[config.mk]
export PLATFORM = sky130hd
export DESIGN_NAME = bt656_rx
export DESIGN_NICKNAME = d
export VERILOG_FILES = /design/src/rtl/bt656_pkg.sv /design/src/rtl/bt656_xy_check.sv /design/src/rtl/bt656_rx.sv
export SDC_FILE = /design/constraint.sdc
export NUM_CORES = 1
export LEC_CHECK = 0
export ABC_AREA = 1
export CAP_MARGIN = 25
export CORE_ASPECT_RATIO = 0.75
export CORE_MARGIN = 2
export CORE_UTILIZATION = 49
export CTS_BUF_LIST = sky130_fd_sc_hd__clkbuf_16
export CTS_CLUSTER_SIZE = 16
export DETAILED_ROUTE_END_ITERATION = 10
export GPL_TIMING_DRIVEN = 0
export PLACE_DENSITY = 0.83
export SYNTH_ARGS = -nofsm -noshare
export SYNTH_HDL_FRONTEND = slang
export SYNTH_SLANG_ARGS = --single-unit
[constraint.sdc]
create_clock -name i_SysClock -period 3.1 [get_ports i_SysClock]
set_input_delay 0.465 -clock i_SysClock [delete_from_list [all_inputs] [get_ports i_SysClock]]
set_output_delay 0.465 -clock i_SysClock [all_outputs]
set_load 0.1 [all_outputs]
[src/rtl/bt656_pkg.sv]
// rtl/bt656_pkg.sv - BT.656 constants, XY field positions and protection-bit helper.
// Shared between the BT.656 transmitter and receiver.
package bt656_pkg;

   localparam logic [7:0] PRE_FF = 8'hFF;
   localparam logic [7:0] PRE_00 = 8'h00;

   localparam int XY_ONE_BIT = 7;
   localparam int XY_F_BIT   = 6;
   localparam int XY_V_BIT   = 5;
   localparam int XY_H_BIT   = 4;

   localparam logic [7:0] BLANK_C = 8'h80;
   localparam logic [7:0] BLANK_Y = 8'h10;

   typedef enum logic [2:0] {
      ST_SEARCH,
      ST_GOT_FF,
      ST_GOT_00A,
      ST_GOT_00B,
      ST_ACTIVE
   } rx_state_t;

   // Protection bits P3..P0 carried in the low nibble of XY.
   function automatic logic [3:0] prot_bits(input logic f, input logic v, input logic h);
      return {v ^ h, f ^ h, f ^ v, f ^ v ^ h};
   endfunction

endpackage

[src/rtl/bt656_xy_check.sv]
// rtl/bt656_xy_check.sv - combinational XY decode and protection-bit validation.
module bt656_xy_check
   import bt656_pkg::*;
(
   input  logic [7:0] xy,
   output logic       valid,
   output logic       f,
   output logic       v,
   output logic       h
);

   assign f = xy[XY_F_BIT];
   assign v = xy[XY_V_BIT];
   assign h = xy[XY_H_BIT];

   assign valid = xy[XY_ONE_BIT] && (xy[3:0] == prot_bits(f, v, h));

endmodule

[src/rtl/bt656_rx.sv]
// rtl/bt656_rx.sv - BT.656 receiver: locks to FF 00 00 XY codes and emits Cb/Y0/Cr/Y1 pairs.
module bt656_rx
   import bt656_pkg::*;
#(
   parameter int HACT_BYTES = 1440,
   parameter int LINE_W     = 11,
   parameter int PIX_W      = 11
) (
   input  logic              i_SysClock,
   input  logic              i_Reset,
   input  logic              i_DataEn,
   input  logic [7:0]        i_Data,
   output logic [7:0]        o_Cb,
   output logic [7:0]        o_Y0,
   output logic [7:0]        o_Cr,
   output logic [7:0]        o_Y1,
   output logic              o_PairValid,
   output logic              o_Fsignal,
   output logic              o_Vsignal,
   output logic              o_Hsignal,
   output logic              o_EavPulse,
   output logic              o_SavPulse,
   output logic [LINE_W-1:0] o_LineCount,
   output logic [PIX_W-1:0]  o_PairCount,
   output logic              o_Locked,
   output logic              o_SyncError,
   output logic              o_LenError
);

   localparam logic [PIX_W-1:0]  HACT     = PIX_W'(HACT_BYTES);
   localparam logic [PIX_W-1:0]  BYTE_MAX = '1;
   localparam logic [LINE_W-1:0] LINE_MAX = '1;

   rx_state_t         state;
   rx_state_t         state_nx;
   logic              xy_valid;
   logic              xy_f;
   logic              xy_v;
   logic              xy_h;
   logic              xy_take;
   logic              act_take;
   logic              field_restart;
   logic [PIX_W-1:0]  byte_cnt;
   logic [7:0]        cb_hold;
   logic [7:0]        y0_hold;
   logic [7:0]        cr_hold;
   logic              last_eav;
   logic              sav_v0;

   bt656_xy_check u_xy_check (
      .xy    (i_Data),
      .valid (xy_valid),
      .f     (xy_f),
      .v     (xy_v),
      .h     (xy_h)
   );

   always_ff @(posedge i_SysClock or posedge i_Reset) begin
      if (i_Reset) begin
         state <= ST_SEARCH;
      end else begin
         state <= state_nx;
      end
   end

   always_comb begin
      state_nx = state;
      xy_take  = 1'b0;
      act_take = 1'b0;
      if (i_DataEn) begin
         case (state)
            ST_SEARCH: begin
               if (i_Data == PRE_FF) state_nx = ST_GOT_FF;
            end
            ST_GOT_FF: begin
               if (i_Data == PRE_00)      state_nx = ST_GOT_00A;
               else if (i_Data != PRE_FF) state_nx = ST_SEARCH;
            end
            ST_GOT_00A: begin
               if (i_Data == PRE_00)      state_nx = ST_GOT_00B;
               else if (i_Data == PRE_FF) state_nx = ST_GOT_FF;
               else                       state_nx = ST_SEARCH;
            end
            ST_GOT_00B: begin
               xy_take  = 1'b1;
               state_nx = (xy_valid && !xy_h && !xy_v) ? ST_ACTIVE : ST_SEARCH;
            end
            ST_ACTIVE: begin
               // FF can never be video data, so it always opens a new preamble.
               if (i_Data == PRE_FF) state_nx = ST_GOT_FF;
               else                  act_take = 1'b1;
            end
            default: state_nx = ST_SEARCH;
         endcase
      end
   end

   // A field starts when F changes, or when vertical blanking ends in field 1.
   assign field_restart = (xy_f != o_Fsignal) || (o_Vsignal && !xy_v && !xy_f);

   always_ff @(posedge i_SysClock or posedge i_Reset) begin
      if (i_Reset) begin
         o_Cb        <= '0;
         o_Y0        <= '0;
         o_Cr        <= '0;
         o_Y1        <= '0;
         o_PairValid <= 1'b0;
         o_Fsignal   <= 1'b0;
         o_Vsignal   <= 1'b1;
         o_Hsignal   <= 1'b1;
         o_EavPulse  <= 1'b0;
         o_SavPulse  <= 1'b0;
         o_LineCount <= '0;
         o_PairCount <= '0;
         o_Locked    <= 1'b0;
         o_SyncError <= 1'b0;
         o_LenError  <= 1'b0;
         byte_cnt    <= '0;
         cb_hold     <= '0;
         y0_hold     <= '0;
         cr_hold     <= '0;
         last_eav    <= 1'b0;
         sav_v0      <= 1'b0;
      end else begin
         o_PairValid <= 1'b0;
         o_EavPulse  <= 1'b0;
         o_SavPulse  <= 1'b0;
         o_SyncError <= 1'b0;
         o_LenError  <= 1'b0;

         if (xy_take) begin
            if (!xy_valid) begin
               o_SyncError <= 1'b1;
               o_Locked    <= 1'b0;
            end else begin
               o_Fsignal <= xy_f;
               o_Vsignal <= xy_v;
               o_Hsignal <= xy_h;
               if (xy_h) begin
                  o_EavPulse <= 1'b1;
                  last_eav   <= 1'b1;
                  sav_v0     <= 1'b0;
                  if (sav_v0 && (byte_cnt != HACT)) o_LenError <= 1'b1;
                  if (field_restart)                o_LineCount <= '0;
                  else if (o_LineCount != LINE_MAX) o_LineCount <= o_LineCount + LINE_W'(1);
               end else begin
                  o_SavPulse  <= 1'b1;
                  o_PairCount <= '0;
                  byte_cnt    <= '0;
                  sav_v0      <= !xy_v;
                  last_eav    <= 1'b0;
                  if (last_eav) o_Locked <= 1'b1;
               end
            end
         end

         if (act_take) begin
            if (byte_cnt != BYTE_MAX) byte_cnt <= byte_cnt + PIX_W'(1);
            if (byte_cnt < HACT) begin
               case (byte_cnt[1:0])
                  2'd0: cb_hold <= i_Data;
                  2'd1: y0_hold <= i_Data;
                  2'd2: cr_hold <= i_Data;
                  default: begin
                     o_Cb        <= cb_hold;
                     o_Y0        <= y0_hold;
                     o_Cr        <= cr_hold;
                     o_Y1        <= i_Data;
                     o_PairValid <= 1'b1;
                     o_PairCount <= o_PairCount + PIX_W'(1);
                  end
               endcase
            end
         end
      end
   end

endmodule

==> flow_metrics.env, run 1 <==
export IMPL_fp_dieArea_sq_um=10760
export IMPL_rsz0062_at_grt="no"
export IMPL_post_route_min_period_ns=2.491
export IMPL_arrival_ns=2.03
export IMPL_path_clk_slew_ns=0.07
export IMPL_syn_nets=615
export IMPL_place_hpwl_um=8453
export IMPL_hp_class="reg -> reg"
export IMPL_drt_total_wl_um=11980
export IMPL_yosys_warnings=0
export IMPL_syn2layout_area_growth_pct=24.90
export IMPL_multi_input_area_sq_um=1986
export IMPL_register_area_sq_um=2580
export IMPL_cts_root_buffer="clkbuf_16"
export IMPL_post_route_util_pct=62.97
export IMPL_gp_congestion=0.8873
export IMPL_drtPass1Iterations=6
export IMPL_diodes=0
export IMPL_setup_ws_ns=0.6087
export IMPL_io_buffers=73
export IMPL_cp_cell_sequence="clkdlybuf4s50_1"
export IMPL_drt_iter0_drc=305
export IMPL_grt_antenna_before_repair=1
export IMPL_max_freq_mhz=401.4
export IMPL_grt_pass1_vias=4205
export IMPL_dp_slack_ns=0.3466
export IMPL_worst_slew_pin_transition_ns=1.012
export IMPL_cap_violations=0
export IMPL_core_area_sq_um=9658
export IMPL_hold_viol=0
export IMPL_powerDensity_nw_per_um2=444.6
export IMPL_nFillCells=815
export IMPL_ant_nets=0
export IMPL_syn_avg_cell_area_sq_um=8.171
export IMPL_finalCritPeriodShare_pct=80.36
export IMPL_cellLeakagePower_uw=0.002968
export IMPL_cts_buffers=9
export IMPL_ios=74
export IMPL_skew_ns=0.007824
export IMPL_end_kind="output pin"
export IMPL_avgRoutedWirePerCell_um=14.63
export IMPL_grtUsageTotal_pct=23.34
export IMPL_worst_ep_required_time_ns=2.63
export IMPL_num_nets_final=701
export IMPL_gr_total_overflow=0
export IMPL_ys_types=31
export IMPL_synth_top_cell_area_share_pct=51.90
export IMPL_ys_flop_type="dfrtp_1"
export IMPL_via_count=4303
export IMPL_crit_type="reg -> out"
export IMPL_start_kind="flip-flop"
export IMPL_postCtsSetupBuffers=0
export IMPL_async_reset_ff_share_pct=100.0
export IMPL_synth_seq_area_share_pct=52.98
export IMPL_critPathMaxFanout=3
export IMPL_numClockSinks=103
export IMPL_ys_ff_latch=103
export IMPL_path_buf_inv=1
export IMPL_slew_headroom_pct=32.31
export IMPL_yosys_top_cells_area="dfrtp_1 (52%), nand2_1 (17%), o21ai_0 (6.0%)"
export IMPL_r2r_slack_ns=1.17
export IMPL_report_final_setup_viol=0
export IMPL_critical_path_max_stage_delay_ns=1.13
export IMPL_drcViolationCount=0
export IMPL_dpl_cell_count=803
export IMPL_vias_per_cell=5.254
export IMPL_grt_max_degree=43
export IMPL_status="finished, final reports clean"
export IMPL_post_cts_resized=0
export IMPL_syn_inst=596
export IMPL_finalPower_uw=2704
export IMPL_fp_dieW_um=119.1
export IMPL_path_delay_family="buffers and inverters"
export IMPL_clkLatencyLatePin_ns=0.35
export IMPL_grt_pass1_wl_um=20180
export IMPL_syn_area_sq_um=4870
export IMPL_yosysMostFrequentCell="nand2_1"
export IMPL_die_h_um=90.34
export IMPL_row_count=31
export IMPL_h_tree_depth=3
export IMPL_slowest_stage="clkdlybuf4s50_1"
export IMPL_drive_above_1_share_pct=8.588
export IMPL_final_max_slew_violation_count=0
export IMPL_ctsHoldBuffers=0
export IMPL_layout_cells_non_filler=819
export IMPL_cts_tree="done"
export IMPL_clk_path_buf_depth=2
export IMPL_tns_ns=0
export IMPL_yosysTopAreaCell="dfrtp_1"
export IMPL_synth_edf_count=0
export IMPL_peakVddDrop_v=0.0003371
export IMPL_synthTopCellsByCount="nand2_1 (225), dfrtp_1 (101), o21ai_0 (58)"
export IMPL_start_util_pct=50.42
-- kinds of logic after synthesis --
logic type      after synthesis  synth area share [%]
buf+inv                      69                 6.244
xor+xnor                     13                 2.338
flops                       103                 52.98
compound gates               75                 7.914
fa+ha+maj                     8                 2.056
simple gates                328                 28.47
-- cell type report --
class,count,area share [%]
Tap cell,132,2.715
Sequential cell,103,42.42
Multi-Input combinational cell,424,32.65
Clock buffer,9,3.703
Timing Repair Buffer,75,12.67
Inverter,50,3.148
Clock inverter,7,0.7817
Buffer,19,1.913
-- per-stage QoR --
stage	hold slack [ns]	area [sq um]
after floorplan	0.4422	4873
after global placement	0.4583	5769
after detailed placement	0.4570	5809
after CTS	0.4736	6082
after global routing	0.4998	6082
final	0.4736	6082
-- where the power goes --
group | internal (uW) | switching (uW) | total, uW
sequential | 1370 | 21.1 | 1390
clock | 545 | 511 | 1060
combinational | 70.2 | 190 | 260
total | 1980 | 723 | 2700
-- layer usage --
metal	up-vias	wire length, um	part of all wire, %	GRT usage (%)
met5	-	17	0.14	0
met1	2056	5404	45	31.73
li1	2053	-	-	-
met2	174	5524	46	37.12
met4	2	114	0.95	5.357
met3	18	922	7.7	7.008
-- worst paths after layout --
kind	start	to	cells after the start
setup / recovery	o_Vsignal	o_Vsignal	1
hold / removal	y0_hold[0]	o_Y0[0]	2
setup reg to reg	o_LineCount[0]	o_LineCount[5]	8
hold reg to reg	y0_hold[0]	o_Y0[0]	2
max in group asynchronous	i_Reset	o_Vsignal	3
min in group asynchronous	i_Reset	last_eav	2
-- state kept, by name, indices dropped and copies added (netlist names), 3 cells and up --
register     count
byte_cnt        11
cr_hold          8
o_Y0             8
o_PairCount     11
o_LineCount     11
o_Y1             8
o_Cr             8
o_Cb             8
state            3
y0_hold          8
cb_hold          8
-- layout by cell type (no fill, tap or decap), types with 4 or more instances in the layout --
cell type,count
nand2_2,4
o21ai_0,58
nand2_1,225
nand3_1,31
clkbuf_16,9
nor3_1,13
ha_1,8
nor2_1,35
nand4_1,6
inv_1,45
dfrtp_1,101
xor2_1,9
a21oi_1,13
xnor2_1,4
buf_4,4
inv_2,4
buf_2,10
clkdlybuf4s50_1,73
Power figures use the tool's default switching activity.
==> inputs of run 2 (changes only) <==
- clock period: 3.1 -> 2.25 ns (I/O delays scaled with it)
==> run 2 against run 1 <==
Combinational power grew 37%. Worst setup slack lost 0.57 ns. Die area is the same. Register-to-register slack lost 0.78 ns. Critical path type unchanged. Highest routed layer is now met4. Largest power group is now clock. Clock power grew 87%. Critical endpoint is now o_Y1[5].
==> flow_metrics.env, run 2 (same netlist as run 1, synthesis figures left out) <==
export IMPL_grt_max_degree=44
export IMPL_power_switching_uw=965.7
export IMPL_core_area_sq_um=9658
export IMPL_dp_slack_ns=-0.4090
export IMPL_clk_path_buf_depth=2
export IMPL_skew_ns=0.003861
export IMPL_drtPass1Iterations=5
export IMPL_io_buffers=73
export IMPL_h_tree_depth=3
export IMPL_ios=74
export IMPL_path_delay_family="buffers and inverters"
export IMPL_layout_cells_non_filler=819
export IMPL_grt_busiest_layer="met2"
export IMPL_dpl_cell_count=803
export IMPL_cap_violations=0
export IMPL_num_nets_final=701
export IMPL_start_util_pct=50.42
export IMPL_vias_per_cell=5.332
export IMPL_crit_start="o_Y1[5]"
export IMPL_avgRoutedWirePerCell_um=14.51
export IMPL_final_max_slew_violation_count=0
export IMPL_gp_congestion=0.8752
export IMPL_drt_total_wl_um=11890
export IMPL_use_met1_pct=31.69
export IMPL_die_h_um=90.34
export IMPL_report_final_setup_viol=0
export IMPL_max_freq_mhz=451.7
export IMPL_r2r_start="byte_cnt[1]"
export IMPL_slew_headroom_pct=34.11
export IMPL_powerDensity_nw_per_um2=687.0
export IMPL_path_clk_slew_ns=0.07
export IMPL_grt_pass1_vias=4194
export IMPL_diodes=0
export IMPL_status="finished, final reports clean"
export IMPL_post_route_min_period_ns=2.214
export IMPL_clkLatencyLatePin_ns=0.35
export IMPL_setup_ws_ns=0.03623
export IMPL_peakVddDrop_v=0.0004236
export IMPL_grtUsageTotal_pct=23.07
export IMPL_syn2layout_area_growth_pct=27.00
export IMPL_path_depth=1
export IMPL_crit_type="reg -> out"
export IMPL_cts_root_buffer="clkbuf_16"
export IMPL_fp_dieArea_sq_um=10760
export IMPL_numClockSinks=103
export IMPL_hold_viol=0
export IMPL_critPathMaxFanout=2
export IMPL_worst_slew_pin_transition_ns=0.9853
export IMPL_layout_commonest_cell="nand2_1"
export IMPL_place_hpwl_um=8347
export IMPL_slowest_stage="clkdlybuf4s50_1"
export IMPL_ant_nets=0
export IMPL_row_count=31
export IMPL_pwr_share_seq_pct=45.0
export IMPL_power_share_switching_pct=22.73
export IMPL_hp_class="in -> async"
export IMPL_r2r_cells=9
export IMPL_arrival_ns=1.88
export IMPL_grt_antenna_before_repair=0
export IMPL_finalCritPeriodShare_pct=98.39
export IMPL_cp_cell_sequence="clkdlybuf4s50_1"
export IMPL_cts_buffers=9
export IMPL_reg_top3="byte_cnt: 11 flops, o_LineCount: 11 flops, o_PairCount: 11 flops"
export IMPL_drcViolationCount=0
export IMPL_p_comb_share_pct=8.4
export IMPL_cellLeakagePower_uw=0.003162
export IMPL_drive_above_1_share_pct=9.025
export IMPL_final_cell_mix="nand2_1 (225), dfrtp_1 (99), o21ai_0 (58)"
export IMPL_drt_iter0_drc=387
export IMPL_grt_pass1_wl_um=19910
export IMPL_end_kind="output pin"
export IMPL_via_count=4367
export IMPL_rsz0062_at_grt="no"
export IMPL_fp_dieW_um=119.1
export IMPL_ctsHoldBuffers=0
export IMPL_path_buf_inv=1
export IMPL_critical_path_max_stage_delay_ns=1.15
export IMPL_p_clk_share_pct=46.6
export IMPL_start_kind="flip-flop"
export IMPL_use_met2_pct=36.54
export IMPL_cts_tree="done"
export IMPL_p_int_uw=3283
export IMPL_grt_met3_usage_pct=5.682
export IMPL_worst_ep_required_time_ns=1.91
export IMPL_gr_total_overflow=0
run 2: changes by cell type in the layout (fill, tap and decap cells not counted), moves of 2 or more:
cell,previous run,this run
bufinv_16,0,5
clkdlybuf4s50_1,73,48
clkinv_4,2,0
dfrtp_1,101,99
dfrtp_2,0,2
dlygate4sd2_1,0,23
dlymetal6s2s_1,0,2
run 2: worst paths after layout:
check,endpoint,slack [ns]
max,o_Y1[5],0.04
min,cr_hold[4],0.36
max reg2reg,byte_cnt[5],0.39
min reg2reg,o_Y0[0],0.48
max in group asynchronous,o_Hsignal,1.28
min in group i_SysClock,o_Y0[0],0.48
run 2: metrics by stage:
stage / utilization (%) / hold WS, ns / setup TNS [ns] / power (uW) / area [sq um]
CTS: 63.91 / 0.3674 / 0 / 4255 / 6172
detailed placement: 60.18 / 0.4642 / -19.66 / 2300 / 5812
global placement: 59.76 / 0.4595 / -43.37 / 2271 / 5772
floorplan: - / 0.4422 / 0 / 2186 / 4876
finish: 64.04 / 0.3559 / 0 / 4249 / 6185
global route: 64.04 / 0.3927 / 0 / 4393 / 6185
run 2: layout make-up:
type | instances | area (sq um)
inverter | 50 | 191.4
buffer | 19 | 116.4
timing repair buffer | 75 | 747.0
tap | 132 | 165.2
clock buffer | 9 | 225.2
sequential | 103 | 2582
clock inverter | 7 | 158.9
multi-input combinational | 424 | 1998
fill | 780 | 3473
run 2: metal layers:
layer,part of all wire [%],vias to the layer above
met5,0,-
met4,1.7,0
met3,6.5,30
met2,47,183
met1,45,2099
li1,-,2055
run 2: power groups by stage:
| stage | sequential (uW) | combinational, uW | clock [uW] |
|---|---|---|---|
| floorplan | 2000 | 189 | 0 |
| global placement | 1950 | 326 | 0 |
| detailed placement | 1950 | 352 | 0 |
| CTS | 1910 | 354 | 1990 |
| global route | 1920 | 398 | 2080 |
| finish | 1910 | 356 | 1980 |
run 2: repair_timing:
| item | in CTS | in global routing |
|---|---|---|
| gates resized for setup | 24 | 4 |
| endpoints found under the setup margin | 33 | 22 |
| hold endpoints to repair | 0 | 0 |
| buffers inserted | 0 | 0 |
==> inputs of run 3 (changes only) <==
- CTS_BUF_LIST: sky130_fd_sc_hd__clkbuf_16 -> sky130_fd_sc_hd__clkbuf_4 sky130_fd_sc_hd__clkbuf_8 sky130_fd_sc_hd__clkbuf_16
==> run 3 against run 2 <==
Sequential power hardly changed. Final cell count stayed put. Die area did not move. Largest cell class unchanged. Non-clock buffer count is the same. Sequential cell count unchanged. Routed wire length down 0.72%. Critical path depth is the same. Sequential share of layout area shrank 0.067 points. Total power is 0.80% higher. Via count fell by 0.69%. First-iteration DRC count shrank 12%.
==> flow_metrics.env, run 3 (same netlist as run 1, synthesis figures left out) <==
export IMPL_h_tree_depth=3
export IMPL_finalCritPeriodShare_pct=98.40
export IMPL_final_max_slew_violation_count=0
export IMPL_critical_path_max_stage_delay_ns=1.15
export IMPL_fin_area_sq_um=6195
export IMPL_drt_iter0_drc=342
export IMPL_gr_total_overflow=0
export IMPL_max_freq_mhz=451.7
export IMPL_path_buf_inv=1
export IMPL_wl_met2_um=5524
export IMPL_io_buffers=73
export IMPL_dpl_cell_area_sq_um=5812
export IMPL_ctsHoldBuffers=0
export IMPL_grt_pass1_vias=4186
export IMPL_final_cell_mix="nand2_1 (225), dfrtp_1 (99), o21ai_0 (58)"
export IMPL_hold_viol=0
export IMPL_grt_max_degree=44
export IMPL_path_clk_slew_ns=0.07
export IMPL_row_count=31
export IMPL_clk_path_buf_depth=2
export IMPL_via_count=4337
export IMPL_worst_ep_required_time_ns=1.91
export IMPL_start_util_pct=50.42
export IMPL_drt_total_wl_um=11800
export IMPL_skew_ns=0.005087
export IMPL_slew_headroom_pct=34.09
export IMPL_status="finished, final reports clean"
export IMPL_worst_slew_pin_transition_ns=0.9855
export IMPL_crit_type="reg -> out"
export IMPL_vias_per_cell=5.295
export IMPL_cts_root_buffer="clkbuf_16"
export IMPL_fp_dieW_um=119.1
export IMPL_place_hpwl_um=8347
export IMPL_layout_commonest_cell="nand2_1"
export IMPL_path_delay_family="buffers and inverters"
export IMPL_slowest_stage="clkdlybuf4s50_1"
export IMPL_peakVddDrop_v=0.0004251
export IMPL_critPathMaxFanout=2
export IMPL_drtPass1Iterations=6
export IMPL_gp_congestion=0.8752
export IMPL_diodes=0
export IMPL_clkLatencyLatePin_ns=0.35
export IMPL_ios=74
export IMPL_die_h_um=90.34
export IMPL_met3_length_um=798
export IMPL_layout_cells_non_filler=819
export IMPL_start_kind="flip-flop"
export IMPL_wl_met1_um=5283
export IMPL_drive_above_1_share_pct=9.170
export IMPL_core_area_sq_um=9658
export IMPL_numClockSinks=103
export IMPL_cap_violations=0
export IMPL_syn2layout_area_growth_pct=27.21
export IMPL_dpl_cell_count=803
export IMPL_post_route_min_period_ns=2.214
export IMPL_arrival_ns=1.88
export IMPL_grtUsageTotal_pct=23.03
export IMPL_cellLeakagePower_uw=0.003168
export IMPL_fp_dieArea_sq_um=10760
export IMPL_hp_class="in -> async"
export IMPL_cp_cell_sequence="clkdlybuf4s50_1"
export IMPL_report_final_setup_viol=0
export IMPL_rsz0062_at_grt="no"
export IMPL_cts_buffers=9
export IMPL_num_nets_final=701
export IMPL_powerDensity_nw_per_um2=691.4
export IMPL_avgRoutedWirePerCell_um=14.41
export IMPL_end_kind="output pin"
export IMPL_ant_nets=0
export IMPL_reg_top3="byte_cnt: 11 flops, o_LineCount: 11 flops, o_PairCount: 11 flops"
export IMPL_highest_layer="met4"
export IMPL_grt_antenna_before_repair=0
export IMPL_drcViolationCount=0
export IMPL_whs_ns=0.3563
export IMPL_grt_pass1_wl_um=19880
export IMPL_postCtsSetupBuffers=0
export IMPL_finalPower_uw=4283
export IMPL_cts_tree="done"
-- run 3: cell types whose count changed in the layout (fill, tap and decap cells not counted) --
| cell | delta |
|---|---|
| clkbuf_8 | +1 |
| clkinv_1 | -1 |
-- run 3: power breakdown --
group | internal [uW] | leakage (uW) | total [uW] | switching, uW
registers | 1880 | 0.00139 | 1910 | 30.8
clock network | 1340 | 0.000193 | 2010 | 674
logic | 94.6 | 0.00159 | 355 | 260
total | 3320 | 0.00317 | 4280 | 966
-- run 3: repair_timing --
item / 4_1_cts / 5_1_grt
hold endpoints to repair: 0 / 0
gates resized for setup: 24 / 4
endpoints found under the setup margin: 33 / 22
-- run 3: path summary, 6_finish.rpt --
| kind | start | to | depth (start not counted) | slack (ns) |
|---|---|---|---|---|
| hold / removal | i_Reset | o_Fsignal | 2 | 0.36 |
| min in group i_SysClock | y0_hold[4] | o_Y0[4] | 2 | 0.48 |
| hold reg to reg | y0_hold[4] | o_Y0[4] | 2 | 0.48 |
| max in group asynchronous | i_Reset | o_Hsignal | 3 | 1.29 |
| setup / recovery | o_Y1[5] | o_Y1[5] | 1 | 0.04 |
| setup reg to reg | byte_cnt[1] | byte_cnt[5] | 9 | 0.40 |
-- run 3: per-stage QoR --
step | TNS, ns | utilization, % | setup slack (ns)
floorplan | 0 | - | 0.05516
global placement | -43.37 | 59.76 | -0.4175
detailed placement | -19.66 | 60.18 | -0.4090
CTS | 0 | 64.01 | 0.01297
global route | 0 | 64.14 | 0.002736
finish | 0 | 64.14 | 0.03599
-- run 3: cell type report --
class                   instances  area (sq um)
well taps                     132         165.2
fillers                       780          3463
multi-input cells             424          1998
clock buffers                  10         239.0
repair buffers                 75         747.0
inverters                      50         191.4
flip-flops and latches        103          2582
clock inverters                 6         155.1
plain buffers                  19         116.4
-- run 3: metal layers --
layer  track usage [%]  vias up
li1                  -     2055
met1             31.69     2078
met2             36.40      178
met3             5.682       26
met4             6.746        0
met5                 0        -
